<file path="config.mk">
export PLATFORM = sky130hd
export DESIGN_NAME = pipeline_stage_regs
export DESIGN_NICKNAME = d
export VERILOG_FILES = /design/src/rtl/pipe_pkg.sv /design/src/rtl/pipe_reg.sv /design/src/rtl/pipeline_stage_regs.sv
export SDC_FILE = /design/constraint.sdc
export NUM_CORES = 1
export LEC_CHECK = 0
export ABC_AREA = 1
export CAP_MARGIN = 20
export CORE_AREA = 2 2 235 237
export DETAILED_ROUTE_END_ITERATION = 8
export DIE_AREA = 0 0 237 239
export SYNTH_ARGS = -nofsm -noshare
export SYNTH_HDL_FRONTEND = slang
export SYNTH_HIERARCHICAL = 1
export SYNTH_SLANG_ARGS = --single-unit
</file>
<file path="constraint.sdc">
create_clock -name clk -period 1.8 [get_ports clk]
set_input_delay 0.27 -clock clk [delete_from_list [all_inputs] [get_ports clk]]
set_output_delay 0.27 -clock clk [all_outputs]
set_load 0.03 [all_outputs]
</file>
<file path="src/rtl/pipe_pkg.sv">
// Shared constants for the pipeline register slice: control-word layout and reset PC.
package pipe_pkg;

    localparam int unsigned CTRL_W = 10;

    // CtrlD = {RegWrite, ResultSrc[1:0], MemWrite, Jump, Branch, ALUControl[2:0], ALUSrc}
    localparam int unsigned CTRL_REGWRITE      = 9;
    localparam int unsigned CTRL_RESULTSRC_LSB = 7;
    localparam int unsigned CTRL_MEMWRITE      = 6;
    localparam int unsigned CTRL_JUMP          = 5;
    localparam int unsigned CTRL_BRANCH        = 4;
    localparam int unsigned CTRL_ALUCTRL_LSB   = 1;
    localparam int unsigned CTRL_ALUSRC        = 0;

    localparam logic [31:0] RESET_PC_DEFAULT = 32'h0000_0000;

    localparam int unsigned D_W = 3 * 32 + 1;
    localparam int unsigned E_W = CTRL_W + 5 * 32 + 3 * 5 + 1;

endpackage

</file>
<file path="src/rtl/pipe_reg.sv">
// Generic stage register: async active-low reset, synchronous clear over enable.
module pipe_reg #(
    parameter int unsigned      WIDTH   = 32,
    parameter logic [WIDTH-1:0] RST_VAL = '0
) (
    input  logic             clk,
    input  logic             rst_n,
    input  logic             en,
    input  logic             clr,
    input  logic [WIDTH-1:0] d,
    output logic [WIDTH-1:0] q
);

    always_ff @(posedge clk or negedge rst_n) begin
        if (!rst_n)
            q <= RST_VAL;
        else if (clr)
            q <= '0;
        else if (en)
            q <= d;
    end

endmodule

</file>
<file path="src/rtl/pipeline_stage_regs.sv">
// F, F/D and D/E pipeline registers with hazard hold/bubble controls and
// saturating stall/flush performance counters.
module pipeline_stage_regs
    import pipe_pkg::*;
#(
    parameter logic [31:0] RESET_PC = RESET_PC_DEFAULT
) (
    input  logic              clk,
    input  logic              rst,
    input  logic              StallF,
    input  logic              StallD,
    input  logic              FlushD,
    input  logic              FlushE,
    input  logic [31:0]       PCNextF,
    input  logic [31:0]       InstrF,
    input  logic [31:0]       PCPlus4F,
    input  logic [CTRL_W-1:0] CtrlD,
    input  logic [31:0]       RD1D,
    input  logic [31:0]       RD2D,
    input  logic [31:0]       ImmExtD,
    input  logic [4:0]        Rs1D,
    input  logic [4:0]        Rs2D,
    input  logic [4:0]        RdD,
    output logic [31:0]       PCF,
    output logic [31:0]       InstrD,
    output logic [31:0]       PCD,
    output logic [31:0]       PCPlus4D,
    output logic              ValidD,
    output logic [CTRL_W-1:0] CtrlE,
    output logic [31:0]       RD1E,
    output logic [31:0]       RD2E,
    output logic [31:0]       ImmExtE,
    output logic [31:0]       PCE,
    output logic [31:0]       PCPlus4E,
    output logic [4:0]        Rs1E,
    output logic [4:0]        Rs2E,
    output logic [4:0]        RdE,
    output logic              ValidE,
    output logic [31:0]       StallCnt,
    output logic [31:0]       FlushCnt
);

    logic [D_W-1:0] d_q;
    logic [E_W-1:0] e_q;
    logic [31:0]    stall_cnt;
    logic [31:0]    flush_cnt;

    pipe_reg #(
        .WIDTH   (32),
        .RST_VAL (RESET_PC)
    ) u_reg_f (
        .clk   (clk),
        .rst_n (rst),
        .en    (!StallF),
        .clr   (1'b0),
        .d     (PCNextF),
        .q     (PCF)
    );

    pipe_reg #(
        .WIDTH (D_W)
    ) u_reg_d (
        .clk   (clk),
        .rst_n (rst),
        .en    (!StallD),
        .clr   (FlushD),
        .d     ({InstrF, PCF, PCPlus4F, 1'b1}),
        .q     (d_q)
    );

    assign {InstrD, PCD, PCPlus4D, ValidD} = d_q;

    // E has no stall: it always advances, or takes a bubble on FlushE.
    pipe_reg #(
        .WIDTH (E_W)
    ) u_reg_e (
        .clk   (clk),
        .rst_n (rst),
        .en    (1'b1),
        .clr   (FlushE),
        .d     ({CtrlD, RD1D, RD2D, ImmExtD, PCD, PCPlus4D, Rs1D, Rs2D, RdD, ValidD}),
        .q     (e_q)
    );

    assign {CtrlE, RD1E, RD2E, ImmExtE, PCE, PCPlus4E, Rs1E, Rs2E, RdE, ValidE} = e_q;

    always_ff @(posedge clk or negedge rst) begin
        if (!rst) begin
            stall_cnt <= '0;
            flush_cnt <= '0;
        end else begin
            if (StallF && (stall_cnt != '1))
                stall_cnt <= stall_cnt + 32'd1;
            if ((FlushD || FlushE) && (flush_cnt != '1))
                flush_cnt <= flush_cnt + 32'd1;
        end
    end

    assign StallCnt = stall_cnt;
    assign FlushCnt = flush_cnt;

endmodule
</file>
==> run summary <==
capture point of the critical path: FlushCnt[18]
total via count after detailed routing: 16100
met3 usage in global routing: 6.11%
number of clock sinks: 379
critical path data arrival time: 1.49 ns
Multi-input gate area: 6470 sq um
Total Die Area: 56600 sq um
M1 GR Usage: 25.6%
reg2reg path depth: 11
final period demand of the worst path: 1.76 ns
initial cell density of the core: 31.1%
status: complete, but fails checks
post-synthesis cell type count: 32
cell area after technology mapping: 16900 sq um
Setup violations, final: 0
Yosys top cell area share: 56.2%
maximum net fanout on the critical path: 6
vias in the first global route: 15900
Syn. warnings: 6
insertion delay to the later sink of the worst-skew pair: 0.56 ns
per-cell via count in the routed design: 4.74
fraction of the yosys area taken by sequential cells: 56.2%
total wirelength of the detailed-routed design: 62200 um
growth of design area from synthesis to finish: 48.3%
startpoint class of the critical path: flop
Post-Route Skew: 0.0133 ns
Synth Instances: 2038
DP HPWL: 45100 um
timing-limited maximum frequency: 0.569 GHz
global-route wire length before repair: 94800 um
startpoint of the most critical setup path: FlushCnt[18]
Die H: 239 um
total DRC errors in the routed layout: 0
average routed wire per standard cell: 18.3 um
max-cap check violation count: 0
worst slew margin relative to its limit: -199%
critical path, cell by cell: dlygate4sd2_1
Buf+Inv Stages, Crit Path: 1
maximum VDD drop: 769 uV
leading area contributor after synthesis: sky130_fd_sc_hd__dfrtp_1
most congested layer reported by global routing: met2
worst flop-to-flop path startpoint: FlushCnt[0]
per-instance average area after synthesis: 8.28 sq um
H-tree levels: 2
Static Leak: 13.7 nW
I/O pin total: 602
routability-driven placement congestion ratio: 0.890
largest delay contributor family on the critical path: flip-flops
destination of the worst register-to-register timing path: FlushCnt[27]
number of antenna violations at the first check in global routing: 8
Pwr per Cell Area: 888 nW/um^2
hold violation total from the final report: 0
Most used DFF post-synth: sky130_fd_sc_hd__dfrtp_1
area used by sequential logic in the layout: 9500 sq um
data required time of the critical path: 1.53 ns
slowest cell on the critical path: sky130_fd_sc_hd__dfrtp_1
count of standard-cell rows: 86
horizontal extent of the die: 237 um
violated checks: max-slew violations
CTS tree: done
met2 layer usage reported by global route: 36.3%
setup TNS: 0 ns
dominant cell by count in the synthesized netlist: sky130_fd_sc_hd__nand2_1
post-route fraction of the period consumed by the critical path: 97.6%
TritonCTS Buffers: 45
number of design-rule violations left by the first detailed-router iteration: 868
Post-synth ARST share: 100%
Seq cells post-synth: 379
critical path's largest stage delay: 0.48 ns
Clock Tree Root: sky130_fd_sc_hd__clkbuf_16
Tot Pwr: 0.0222 W
final antenna-violating net count: 0
number of nets in the layout: 2880
setup slack of the most critical reg-to-reg path: 0.08 ns
clock transition at the registers of the reported paths: 0.06 ns
fill count: 5398
router iterations before antenna repair: 5
Max clock buf depth: 3
Slew Limit Fails: 187
commonest cells in the netlist: 946 x sky130_fd_sc_hd__nand2_1, 379 x sky130_fd_sc_hd__dfrtp_1, 342 x sky130_fd_sc_hd__nand3_1
grt ovf: 0
worst hold-check path type: input pin to async pin
overall routing resource usage: 21.5%
Core Area: 54300 sq um
largest net degree at the start of global routing: 188
slew at the pin with the worst max-slew slack: 4.48 ns
share of post-route cells with drive strength above 1: 8.51%
number of flops mapped to enable cells by yosys: 0
number of input and output port buffers inserted: 601
Synth area leaders: sky130_fd_sc_hd__dfrtp_1 56%, sky130_fd_sc_hd__nand2_1 21%, sky130_fd_sc_hd__nand3_1 10%
crit end category: output pin
Critical Path Stages: 1
Critical Setup Path Class: flop to output pin
[flip-flops by register name, indices dropped and copies added (netlist names)]
register / count
u_reg_e/q: 186
StallCnt: 32
u_reg_d/q: 97
u_reg_f/q: 32
FlushCnt: 32
[through the flow]
step	util (%)	hold WS [ns]	cell area, sq um	setup WS (ns)	cells
3_3_place_gp	44.0	0.180	23900	-0.191	3311
6_report	46.1	0.177	25000	0.0436	3397
4_1_cts	46.0	0.156	25000	0.000364	3394
3_5_place_dp	44.0	0.179	23900	-0.184	3311
2_1_floorplan	-	-0.0256	16900	0.0410	2040
5_1_grt	46.1	0.179	25000	-0.000662	3397
[placed cells by master, fill, tap and decap left out, drive strengths merged, types with 2 or more instances in the layout]
| cell type | n |
|---|---|
| a21oi | 3 |
| dlygate4sd2 | 354 |
| xnor2 | 11 |
| o21ai | 7 |
| inv | 58 |
| nand2 | 956 |
| nand3 | 348 |
| conb | 4 |
| nor2 | 118 |
| nor3 | 2 |
| ha | 2 |
| buf | 80 |
| bufinv | 4 |
| clkinv | 15 |
| clkdlybuf4s50 | 221 |
| nand4 | 15 |
| nand3b | 11 |
| clkbuf | 66 |
| diode | 3 |
| dfrtp | 379 |
| clkdlybuf4s15 | 17 |
| xor2 | 10 |
| clkinvlp | 5 |
[per-layer routing]
layer | share of wire (%) | routed length [um]
met3 | 7.4 | 4600
met2 | 49 | 30200
met1 | 40 | 24800
met5 | 0.074 | 46
met4 | 4.1 | 2520
[area by class of cell]
type / instances / share of cell area [%]
repair buffers: 681 / 25.7
inverters: 58 / 0.910
diodes: 3 / 0.0300
clock buffers: 58 / 5.05
clock inverters: 24 / 1.02
multi-input cells: 1490 / 25.8
flip-flops and latches: 379 / 38.0
well taps: 704 / 3.52
[worst min-delay path by stage]
stage,start,cells after the start,slack [ns],end
finish,rst,2,0.18,u_reg_d/q[81]
floorplan,rst,0,-0.03,FlushCnt[0]
CTS,rst,2,0.16,u_reg_d/q[81]
global placement,rst,1,0.18,u_reg_d/q[65]
global route,rst,2,0.18,u_reg_d/q[81]
detailed placement,rst,1,0.18,u_reg_d/q[81]
[cells by family (layout without fill, tap and decap cells)]
logic type / Yosys count / after routing / share of synthesized area, %
AOI/OAI and AO/OA: 11 / 11 / 0.341
buffers and inverters: 171 / 821 / 5.67
other: 2 / 7 / 0.0445
xor gates and xnor gates: 21 / 21 / 1.09
DFF: 379 / 379 / 56.2
adders and majority gates: 2 / 2 / 0.148
and+or+nand+nor: 1452 / 1452 / 36.5
[power breakdown]
part / total (W) / leakage, nW / internal, W / switching (W)
logic: 0.00358 / 7.85 / 0.00133 / 0.00225
registers: 0.00935 / 5.10 / 0.00897 / 0.000386
clock network: 0.00929 / 0.742 / 0.00555 / 0.00374
[repair_timing]
action	CTS	global route
hold buffers	1	0
gates resized for setup	408	35
setup endpoints to repair	379	59
pin swaps	0	0
setup buffers	0	0
endpoints found under the hold margin	170	0
Power figures use the tool's default switching activity.
